--- src/rtl/mips_pkg.sv ---
// ============================================================================
// mips_pkg : shared constants for the MIPS fetch stage
// Rev 1.0  : initial release
// ============================================================================
`default_nettype none

package mips_pkg;

  localparam logic [31:0] RESET_VECTOR = 32'hBFC0_0000;
  localparam logic [31:0] HALT_ADDR    = 32'h0000_0000;

  typedef logic [1:0] fetch_state_t;
  localparam fetch_state_t ST_RUN    = 2'd0;
  localparam fetch_state_t ST_DRAIN  = 2'd1;
  localparam fetch_state_t ST_HALTED = 2'd2;

  function automatic logic is_misaligned(input logic [31:0] addr);
    return addr[1:0] != 2'b00;
  endfunction

endpackage

`default_nettype wire

--- src/rtl/mips_fetch_if.sv ---
// ============================================================================
// mips_fetch_if : fetch-stage bus (imem port, decode handshake, IF/ID outputs)
// Rev 1.0       : initial release
// ============================================================================
`default_nettype none

interface mips_fetch_if;
  logic        stall;
  logic        redirect_valid;
  logic [31:0] redirect_target;
  logic [31:0] instr_address;
  logic [31:0] instr_readdata;
  logic        fetch_valid;
  logic [31:0] fetch_instr;
  logic [31:0] fetch_pc;
  logic [31:0] fetch_pc_plus8;
  logic        active;
  logic        fetch_error;

  modport master (
    input  stall, redirect_valid, redirect_target, instr_readdata,
    output instr_address, fetch_valid, fetch_instr, fetch_pc,
           fetch_pc_plus8, active, fetch_error
  );

  modport slave (
    output stall, redirect_valid, redirect_target, instr_readdata,
    input  instr_address, fetch_valid, fetch_instr, fetch_pc,
           fetch_pc_plus8, active, fetch_error
  );
endinterface

`default_nettype wire

--- src/rtl/mips_fetch.sv ---
// ============================================================================
// mips_fetch : PC, next-PC mux, RUN/DRAIN/HALTED FSM and IF/ID register
// Rev 1.0    : initial release
// ============================================================================
`default_nettype none

module mips_fetch #(
  parameter logic [31:0] RESET_VECTOR = mips_pkg::RESET_VECTOR,
  parameter logic [31:0] HALT_ADDR    = mips_pkg::HALT_ADDR
) (
  input  wire logic     clk,
  input  wire logic     reset,
  mips_fetch_if.master  bus
);
  import mips_pkg::*;

  fetch_state_t state_q, state_d;
  logic [31:0]  pc_q, pc_d;
  logic [31:0]  instr_q, instr_d;
  logic [31:0]  fpc_q, fpc_d;
  logic [31:0]  fpc8_q, fpc8_d;
  logic         valid_q, valid_d;
  logic         active_q, active_d;
  logic         err_q, err_d;

  always_comb begin
    state_d  = state_q;
    pc_d     = pc_q;
    instr_d  = instr_q;
    fpc_d    = fpc_q;
    fpc8_d   = fpc8_q;
    valid_d  = valid_q;
    active_d = active_q;
    err_d    = err_q;
    if (!bus.stall) begin
      case (state_q)
        ST_RUN: begin
          if (bus.redirect_valid && is_misaligned(bus.redirect_target)) begin
            err_d    = 1'b1;
            valid_d  = 1'b0;
            active_d = 1'b0;
            state_d  = ST_HALTED;
          end else begin
            // The current word is always issued, so a redirect keeps its delay slot.
            instr_d = bus.instr_readdata;
            fpc_d   = pc_q;
            fpc8_d  = pc_q + 32'd8;
            valid_d = 1'b1;
            if (bus.redirect_valid) begin
              pc_d = bus.redirect_target;
              if (bus.redirect_target == HALT_ADDR) state_d = ST_DRAIN;
            end else begin
              pc_d = pc_q + 32'd4;
            end
          end
        end
        ST_DRAIN: begin
          valid_d  = 1'b0;
          active_d = 1'b0;
          state_d  = ST_HALTED;
        end
        default: ;
      endcase
    end
  end

  always_ff @(posedge clk) begin
    if (reset) begin
      state_q  <= ST_RUN;
      pc_q     <= RESET_VECTOR;
      instr_q  <= '0;
      fpc_q    <= '0;
      fpc8_q   <= '0;
      valid_q  <= 1'b0;
      active_q <= 1'b1;
      err_q    <= 1'b0;
    end else begin
      state_q  <= state_d;
      pc_q     <= pc_d;
      instr_q  <= instr_d;
      fpc_q    <= fpc_d;
      fpc8_q   <= fpc8_d;
      valid_q  <= valid_d;
      active_q <= active_d;
      err_q    <= err_d;
    end
  end

  assign bus.instr_address  = pc_q;
  assign bus.fetch_valid    = valid_q;
  assign bus.fetch_instr    = instr_q;
  assign bus.fetch_pc       = fpc_q;
  assign bus.fetch_pc_plus8 = fpc8_q;
  assign bus.active         = active_q;
  assign bus.fetch_error    = err_q;

endmodule

`default_nettype wire

--- src/flat_wrapper.sv ---
// flat-port wrapper written by rule: the top's interface ports become plain ports
module mips_fetch_flat import mips_pkg::*;
#(
  parameter logic [31:0] RESET_VECTOR = mips_pkg::RESET_VECTOR,
  parameter logic [31:0] HALT_ADDR    = mips_pkg::HALT_ADDR
)
  (clk, reset, bus_stall, bus_redirect_valid, bus_redirect_target, bus_instr_readdata, bus_instr_address, bus_fetch_valid, bus_fetch_instr, bus_fetch_pc, bus_fetch_pc_plus8, bus_active, bus_fetch_error);
  mips_fetch_if bus_i ();
  input  wire logic clk;
  input  wire logic reset;
  input wire logic [$bits(bus_i.stall)-1:0] bus_stall;
  input wire logic [$bits(bus_i.redirect_valid)-1:0] bus_redirect_valid;
  input wire logic [$bits(bus_i.redirect_target)-1:0] bus_redirect_target;
  input wire logic [$bits(bus_i.instr_readdata)-1:0] bus_instr_readdata;
  output wire logic [$bits(bus_i.instr_address)-1:0] bus_instr_address;
  output wire logic [$bits(bus_i.fetch_valid)-1:0] bus_fetch_valid;
  output wire logic [$bits(bus_i.fetch_instr)-1:0] bus_fetch_instr;
  output wire logic [$bits(bus_i.fetch_pc)-1:0] bus_fetch_pc;
  output wire logic [$bits(bus_i.fetch_pc_plus8)-1:0] bus_fetch_pc_plus8;
  output wire logic [$bits(bus_i.active)-1:0] bus_active;
  output wire logic [$bits(bus_i.fetch_error)-1:0] bus_fetch_error;
  assign bus_i.stall = bus_stall;
  assign bus_i.redirect_valid = bus_redirect_valid;
  assign bus_i.redirect_target = bus_redirect_target;
  assign bus_i.instr_readdata = bus_instr_readdata;
  assign bus_instr_address = bus_i.instr_address;
  assign bus_fetch_valid = bus_i.fetch_valid;
  assign bus_fetch_instr = bus_i.fetch_instr;
  assign bus_fetch_pc = bus_i.fetch_pc;
  assign bus_fetch_pc_plus8 = bus_i.fetch_pc_plus8;
  assign bus_active = bus_i.active;
  assign bus_fetch_error = bus_i.fetch_error;
  mips_fetch #(.RESET_VECTOR(RESET_VECTOR), .HALT_ADDR(HALT_ADDR)) u_core (.clk(clk), .reset(reset), .bus(bus_i));
endmodule
--- config.mk ---
export PLATFORM = sky130hd
export DESIGN_NAME = mips_fetch_flat
export DESIGN_NICKNAME = d
export VERILOG_FILES = /design/src/rtl/mips_pkg.sv /design/src/rtl/mips_fetch_if.sv /design/src/rtl/mips_fetch.sv /design/src/flat_wrapper.sv
export SDC_FILE = /design/constraint.sdc
export NUM_CORES = 1
export LEC_CHECK = 0
export CAP_MARGIN = 25
export CORE_ASPECT_RATIO = 1.1
export CORE_UTILIZATION = 42
export DETAILED_ROUTE_END_ITERATION = 12
export GPL_ROUTABILITY_DRIVEN = 0
export PLACE_DENSITY = 0.77
export SKIP_LAST_GASP = 1
export SYNTH_ARGS = -nofsm -noshare
export SYNTH_HDL_FRONTEND = slang
export SYNTH_SLANG_ARGS = --single-unit
export TNS_END_PERCENT = 50
--- constraint.sdc ---
create_clock -name clk -period 1.82 [get_ports clk]
set_clock_uncertainty 0.05 [all_clocks]
set_input_delay 0.364 -clock clk [delete_from_list [all_inputs] [get_ports clk]]
set_output_delay 0.364 -clock clk [all_outputs]
set_load 0.02 [all_outputs]
==> impl_metrics.tcl <==
set metrics [dict create \
    num_rows 45 \
    critical-path-slowest-cell "clkdlybuf4s50_1" \
    grt_pass1_wl_mm 31.8 \
    clock-sinks 130 \
    clkLatencyLatePin_ps 420 \
    syn-num-nets 827 \
    power.net_switching_mw 2.20 \
    yosysWarnings 0 \
    clockPowerShare 0.401 \
    dp_hpwl_mm 14.9 \
    synth_top_area_cell "dfxtp_1" \
    end_kind "output pin" \
    rsz0062_at_grt "yes" \
    cp_max_fo 2 \
    portBuffers 198 \
    start_kind "flop" \
    synth_edf_count 0 \
    cts_buffers 17 \
    drtPass1Iterations 7 \
    layout_setup_ws_ps 15.4 \
    drt_wl_total_mm 20.5 \
    fin_nets 1105 \
    multi_input_area_mm2 0.00314 \
    clk_transition_reported_paths_ps 60 \
    yosys_most_used_dff "dfxtp_1" \
    synth_cells 757 \
    dieArea_mm2 0.0148 \
    arrival_ps 1390 \
    setup_viol 0 \
    first_global_vias 6267 \
    syn_to_final_growth_pct 60.0 \
    hold_viol 0 \
    yosysUniqueCellTypes 60 \
    synth_common_cells "nand2_1, dfxtp_1, a21oi_1, nor2_1, o21ai_0" \
    r2r_slack_ps 50 \
    status "complete, no violations" \
    max_stage_delay_ps 630 \
    drt-vias-per-instance 5.38 \
    htree_levels 4 \
    cts_root_buf "clkbuf_16" \
    ys_ff_latch 130 \
    combPwrFrac 0.194 \
    vias 6649 \
    grt_overflow 0 \
    drtAntennaViolNets 0 \
    synth_area_leaders "dfxtp_1, nand2_1, a21oi_1" \
    tightestPinTransition_ps 440 \
    avgSynthCellArea_um2 7.94 \
    tritoncts "done" \
    drv_cap 0 \
    place_ws_ps -730 \
    nFillCells 1181 \
    die_x_um 116 \
    criticalPathCategory "flop to output pin" \
    antenna_found_initial 0 \
    power_mw 7.72 \
    path_cells "clkdlybuf4s50_1" \
    ios 199 \
    hp-class "primary input to flop" \
    power_frac_seq 0.405 \
    grt_usage 0.277 \
    drive_gt1_frac 0.203 \
    leakage_nw 3.98 \
    critical-path-top-delay-family "buffers and inverters" \
    power_density_mw_per_mm2 803 \
    synth-async-reset-ratio 0 \
    die_h_um 127 \
    n_antenna_cell 0 \
    synthesis.area_mm2 0.00601 \
    wire_per_inst_um 16.6 \
    synth_most_common_cell "nand2_1" \
    crit_buf_inv 1 \
    synth_top_area_share 0.433 \
    slew_viol_final 0 \
    first_iter_violations 405 \
    p_int_mw 5.52 \
    slew_headroom 0.704 \
    drc_errors 0 \
    regArea_mm2 0.00262 \
    clockBufferDepth 2 \
    initial_core_util 0.432 \
    worst_ep_required_time_ps 1410 \
    grt_max_degree 35 \
    period_share 0.992 \
    core_area_mm2 0.0139 \
    max-vdd-ir-drop_v 0.000640 \
    fmax_mhz 554 \
    seq_area_frac_synth 0.433 \
    period_needed_ps 1800 \
    p_sw_frac 0.285 \
]
[cell type report]
type                            count  share of cell area
Clock buffer                       19              0.0471
Multi-Input combinational cell    556               0.327
Inverter                            3             0.00117
Timing Repair Buffer              327               0.319
Sequential cell                   130               0.273
Tap cell                          188              0.0245
Clock inverter                     13             0.00898
[power groups by stage]
stage	sequential, mW	clock, mW	combinational, mW
2_1_floorplan	3.36	0	0.519
3_3_place_gp	3.17	0	1.47
3_5_place_dp	3.18	0	1.49
4_1_cts	3.12	3.14	1.48
5_1_grt	3.14	3.25	1.61
6_report	3.12	3.10	1.50
[registers in the layout, indices dropped and copies added (netlist names)]
name / cells
u_core.bus.active: 1
u_core.bus.fetch_error: 1
u_core.bus.fetch_instr: 32
u_core.bus.fetch_pc: 29
u_core.bus.fetch_pc_plus8: 32
u_core.bus.fetch_valid: 1
u_core.bus.instr_address: 32
u_core.state_q: 2
[cells in the final DEF, fill, tap and decap left out, types with 6 or more instances in the layout]
master and count:
nor2_1 45, nand4_1 12, nand3_1 18, clkinv_2 6
a211oi_1 15, dfxtp_2 9, o21ai_0 42, nor4_1 8
nor4_4 6, dlygate4sd2_1 21, dlymetal6s2s_1 20, xnor2_1 11
clkbuf_16 17, a21oi_1 110, xor2_1 17, nand2_1 173
and3_1 8, dfxtp_1 119, nor3_1 17, buf_12 7
buf_4 120, clkdlybuf4s50_1 155
[cells by family (layout without fill, tap and decap cells)]
logic type | count (synthesis) | in the layout | share of synthesized area
AO/OA/AOI/OAI | 201 | 201 | 0.194
XOR/XNOR | 28 | 28 | 0.0408
adder cells (fa/ha/maj) | 2 | 2 | 0.00416
buffers and inverters | 72 | 362 | 0.0637
flip-flops | 130 | 130 | 0.433
multiplexers | 1 | 1 | 0.00167
AND/OR/NAND/NOR | 323 | 324 | 0.263
[final timing paths]
check	cells past startpoint	from	end
setup / recovery	1	u_core.bus.instr_address[31]	bus_instr_address[31]
hold / removal	2	reset	u_core.bus.fetch_pc[27]
setup reg to reg	8	u_core.bus.instr_address[3]	u_core.bus.fetch_pc_plus8[25]
hold reg to reg	2	u_core.bus.fetch_pc[22]	u_core.bus.fetch_pc[22]
[through the flow]
step	util	instances	setup TNS (ps)	hold slack, ps	area, um^2
3_5_place_dp	0.639	1194	-31760	395	8890
3_3_place_gp	0.639	1194	-26730	390	8890
6_report	0.691	1236	0	221	9610
5_1_grt	0.691	1236	-373	220	9610
4_1_cts	0.677	1226	-806	193	9420
2_1_floorplan	-	757	-5.82	430	6050
[metal layers]
| layer | up-vias | share of wire | routed length [um] | GRT usage |
|---|---|---|---|---|
| li1 | 3193 | - | - | - |
| met1 | 3070 | 0.40 | 8240 | 0.332 |
| met2 | 327 | 0.48 | 9920 | 0.458 |
| met3 | 59 | 0.078 | 1590 | 0.0664 |
| met4 | 0 | 0.037 | 765 | 0.145 |
| met5 | - | 0 | 0 | 0 |
[repair_timing]
item                                   4_1_cts  5_1_grt
setup endpoints to repair                   47      108
pin swaps                                    0        7
endpoints found under the hold margin        0        0
cloned                                       0        2
setup buffers                                0        8
hold buffers                                 0        0
gates resized for setup                     27       39
No activity file was read; power rests on OpenSTA's default activity.
==> patch 1, RTL diff (same settings) <==
Take the reset off `instr_q` and load it in a clocked block of its own.
--- a/src/rtl/mips_fetch.sv
+++ b/src/rtl/mips_fetch.sv
@@ -68,7 +68,6 @@
     if (reset) begin
       state_q  <= ST_RUN;
       pc_q     <= RESET_VECTOR;
-      instr_q  <= '0;
       fpc_q    <= '0;
       fpc8_q   <= '0;
       valid_q  <= 1'b0;
@@ -77,13 +76,16 @@
     end else begin
       state_q  <= state_d;
       pc_q     <= pc_d;
-      instr_q  <= instr_d;
       fpc_q    <= fpc_d;
       fpc8_q   <= fpc8_d;
       valid_q  <= valid_d;
       active_q <= active_d;
       err_q    <= err_d;
     end
+  end
+
+  always_ff @(posedge clk) begin
+    instr_q <= instr_d;
   end
 
   assign bus.instr_address  = pc_q;
Check against the original RTL: not equivalent (Yosys sat finds a counterexample within 4 cycles, from zero or initial values and one cycle with reset high).
==> patch 1 against the original RTL <==
The run now ends with negative setup slack left. Synthesized area up 0.27%. Synthesized cell count down 11%. Setup slack worse by 170 ps. Final area up 6.1%. Wire length up 14%. First-iteration DRC count up 110%. Sequential cell count unchanged. Total power up 6.6%. Die area up 0.27%. Critical path type is now reg -> reg. Critical endpoint is now u_core.bus.fetch_pc_plus8[19]. Largest power group is now the clock network.
==> patch 1: results (changes against the original RTL) <==
[placed_design]
hpwl_um = 15900  ; +6.5%
port-buffer-count = 198  ; unchanged
dpl-instance-area_um2 = 9180  ; +3.3%
pre_cts_ws_ps = -423  ; +307 ps

[synth]
async_flop_share = 0  ; unchanged
syn_nets = 747  ; -9.7%
ys_top_cells_by_count = 104 x nand2_1, 98 x dfxtp_1, 55 x a21oi_1
synth_edf_count = 32  ; +32
synth_area_leaders = dfxtp_1 33%, edfxtp_1 16%, nand2_1 6.5%, a21oi_1 4.6%, o21ai_0 3.9%
ys_seq_area_frac = 0.485  ; +0.0520
synth_cell_type_count = 66  ; +10%
yosysWarningCount = 0  ; unchanged

[routing]
wirelength_um = 23400  ; +14%
drt-initial-drc-count = 850  ; +110%
first_pass_iters = 6  ; -1
viasPerCell = 5.95  ; +11%

[cells_and_area]
nets = 1054  ; -4.6%
multi_input_area_um2 = 2990  ; -4.9%
fillers = 996  ; -16%
antenna-diode-count = 0  ; unchanged
drive_gt1_frac = 0.262  ; +0.0585

[cts]
path_clk_slew_ps = 60  ; about the same
ctsLongestPathBuffers = 2  ; unchanged
h-tree-depth = 4  ; unchanged
cts_made_buffers = 17  ; unchanged
clock_latency_ps = 420  ; about the same
cts-root-buf = clkbuf_16

[worst_hold_path]
hold_start = reset
holdPathStages = 2  ; unchanged
holdPathEnd = u_core.bus.instr_address[16]
hold_path_class = in -> reg

[global_route]
grt_antenna_before_repair = 0  ; unchanged
grt_pass1_vias = 6577  ; +4.9%
grt_usage = 0.295  ; +0.0177
grt_max_degree = 57  ; +63%
grt_pass1_wl_um = 33700  ; +6.0%

[setup_path]
r2r-end = u_core.bus.fetch_pc_plus8[19]
r2r-start = u_core.bus.instr_address[7]
r2r_cells = 5  ; -3
cp_max_fo = 5  ; +3
arrival_ps = 2280  ; +890 ps

[power]
p_leak_nw = 4.06  ; +2.1%
switchingPower_w = 0.00218  ; -0.74%
max-vdd-ir-drop_mv = 0.574  ; -10%

[timing]
slew_headroom = 0.567  ; -0.137
fin_ws_ps = -155  ; -170 ps
fin_setup_tns_ps = -1360  ; -1360 ps
whs_ps = 258  ; +37.2 ps
finalSetupViolations = 20  ; +20

[status]
status = finished, violations left
violations = negative setup slack

## patch 1: cell types whose count changed after synthesis, moves of 15 or more
cell	delta
nand2_1	-71
a21oi_1	-55
dfxtp_1	-32
edfxtp_1	+32
buf_2	-20
clkbuf_1	+18
a31oi_1	+16
or4_1	+15
## patch 1: cells by family after synthesis
family / synth area share
muxes: 0.00166
DFF: 0.485
and+or+nand+nor: 0.239
buffers and inverters: 0.0608
xor gates and xnor gates: 0.0189
adders and majority gates: 0.00415
AOI/OAI and AO/OA: 0.190
## patch 1: how the worst max path moves through the flow
stage,start,endpoint,slack [ps],cells after the start
2_1_floorplan,u_core.bus.instr_address[7],u_core.bus.fetch_pc_plus8[23],-190,7
3_3_place_gp,bus_stall,u_core.bus.instr_address[26],-430,6
3_5_place_dp,bus_stall,u_core.bus.instr_address[26],-420,6
4_1_cts,u_core.bus.instr_address[21],bus_instr_address[21],-170,2
5_1_grt,u_core.bus.instr_address[8],u_core.bus.fetch_pc_plus8[19],-220,5
6_report,u_core.bus.instr_address[7],u_core.bus.fetch_pc_plus8[19],-150,5
## patch 1: per-stage QoR
| stage | power (W) | instances |
|---|---|---|
| 6_report | 0.00823 | 1185 |
| 5_1_grt | 0.00850 | 1185 |
| 4_1_cts | 0.00818 | 1176 |
| 3_5_place_dp | 0.00473 | 1138 |
| 3_3_place_gp | 0.00470 | 1138 |
| 2_1_floorplan | 0.00391 | 677 |
## patch 1: timing repair
action                                  CTS  global route
pin swaps                                 4            20
gates cloned                              1             1
endpoints found under the setup margin   64            96
gates resized for setup                  30            69
buffers inserted                          5             8
## patch 1: power by group through the flow
stage | Combinational [W] | Clock [W] | Sequential, W
global route | 0.00161 | 0.00364 | 0.00325
CTS | 0.00144 | 0.00350 | 0.00323
finish | 0.00153 | 0.00347 | 0.00323
floorplan | 0.000447 | 0 | 0.00346
detailed placement | 0.00145 | 0 | 0.00329
global placement | 0.00142 | 0 | 0.00328
## patch 1: area by class of cell
class / count / share of cell area
tap: 188 / 0.0231
sequential: 130 / 0.291
inverter: 9 / 0.00380
clock inverter: 10 / 0.00908
clock buffer: 22 / 0.0518
timing repair buffer: 354 / 0.328
multi-input combinational: 472 / 0.293
## patch 1: layer usage
| metal | GRT usage | vias up | wire length [um] |
|---|---|---|---|
| met5 | 0.00351 | - | 0 |
| met4 | 0.155 | 0 | 1250 |
| met3 | 0.0811 | 132 | 2730 |
| met2 | 0.484 | 564 | 10800 |
| met1 | 0.349 | 3237 | 8600 |
| li1 | - | 3119 | - |
## patch 1: worst max-delay path: stages (launching register included)
cell	delay, ps
dfxtp_4	380
nand4_4	170
or4_4	600
buf_4	180
or3_1	360
a31oi_1	160
==> patch 2, RTL diff (config.mk and constraints unchanged) <==
Made on the original files. Reset style: asynchronous (`reset`), changed in one clocked block.
--- a/src/rtl/mips_fetch.sv
+++ b/src/rtl/mips_fetch.sv
@@ -64,7 +64,7 @@
     end
   end
 
-  always_ff @(posedge clk) begin
+  always_ff @(posedge clk or posedge reset) begin
     if (reset) begin
       state_q  <= ST_RUN;
       pc_q     <= RESET_VECTOR;
Check against the original RTL: differs if reset is asserted again (counterexample within 4 cycles, from zero or initial values and one cycle with reset high); with reset held inactive, the same outputs for 4 cycles.
==> patch 2 against the original RTL <==
The run now ends with negative setup slack left. Sequential cell count did not move. Sequential share of layout area grew 6.0 points. Final cell count down 4.1%. Synthesized area up 2.4%. Final area rose by 2.2%. Wire length down 1.9%. Via count fell by 6.0%. Setup slack got worse by 150 ps. First-iteration DRC count grew 71%.
Power is not compared: it rests on default switching activity, and its combinational part moved more than twofold at a synthesized area within 25%.
==> patch 2: results (changes against the original RTL) <==
[timing]
fin_setup_tns_ps = -547  ; -547 ps
worst_pin_slew_ps = 472  ; +32.1 ps
whs_ps = 331  ; +110 ps
finalSetupViolations = 11  ; +11
fin_ws_ps = -136  ; -151 ps

[routing]
first_pass_iters = 5  ; -2
dr_wl_met3_um = 1540  ; -3.5%
vias = 6252  ; -6.0%
met2_length_um = 9660  ; -2.7%
avgRoutedWirePerCell_um = 17.0  ; +2.4%
drt-initial-drc-count = 694  ; +71%
wl_met1_um = 8330  ; +1.1%

[status]
status = finished, violations left
violations = negative setup slack

[cells_and_area]
drive_gt1_frac = 0.186  ; -0.0168
final_cells = 1185  ; -4.1%
nets = 1049  ; -5.1%

[setup_path]
cp_top_family = simple AND/OR/NAND/NOR gates
slowest_delay_ps = 600  ; -30 ps
cp_max_fo = 4  ; +2
slowest_stage = or4_4
crit_path_end_kind = flop
r2r-end = u_core.bus.instr_address[27]

[synth]
ys_seq_area_frac = 0.531  ; +0.0977
async_flop_share = 1.00  ; +1.00
ys_top_cells_by_count = 240 x nand2_1, 120 x dfrtp_1, 47 x o21ai_0
avgSynthCellArea_um2 = 8.76  ; +10%
synth_area_leaders = dfrtp_1 49%, nand2_1 15%, dfstp_2 4.3%, o21ai_0 3.8%, nor2_1 2.1%

[global_route]
grt_pass1_wl_um = 30600  ; -3.6%
grt_use_met1 = 0.348  ; +0.0165
grt_max_degree = 62  ; +77%
globalRouteMet2Util = 0.413  ; -0.0452
grt_pass1_vias = 5820  ; -7.1%
grt_antenna_before_repair = 1  ; +1
grt_usage = 0.258  ; -0.0193

[placed_design]
place_inst = 1136  ; -4.9%
pre_cts_ws_ps = -253  ; +477 ps
dpl-instance-area_um2 = 8950  ; +0.70%

[cts]
ctsResizeCount = 39  ; +44%

[worst_hold_path]
hold_path_class = in -> async

-- patch 2: power by group through the flow --
stage / sequential, W / clock, W / combinational [W]
floorplan: 0.00619 / 0 / 0.00196
global placement: 0.00487 / 0 / 0.00693
detailed placement: 0.00490 / 0 / 0.00706
CTS: 0.00487 / 0.00373 / 0.00693
global route: 0.00505 / 0.00383 / 0.00756
finish: 0.00490 / 0.00370 / 0.00711
-- patch 2: area by class of cell --
class,count,area (um2)
fillers,1112,4570
multi-input cells,512,2720
repair buffers,309,2920
inverters,9,37.5
clock inverters,9,151
clock buffers,23,488
well taps,192,240
flip-flops and latches,130,3270
diodes,1,2.50
-- patch 2: cells by family after synthesis --
kind of cell / share of synthesized area
flip-flops: 0.531
multiplexers: 0.00325
XOR/XNOR: 0.0384
adder cells (fa/ha/maj): 0.00407
buffers and inverters: 0.0431
AO/OA/AOI/OAI: 0.118
AND/OR/NAND/NOR: 0.263
-- patch 2: worst min-delay path: stages --
cell and delay [ps]:
clkdlybuf4s50_1 440, clkinvlp_4 140, buf_12 230
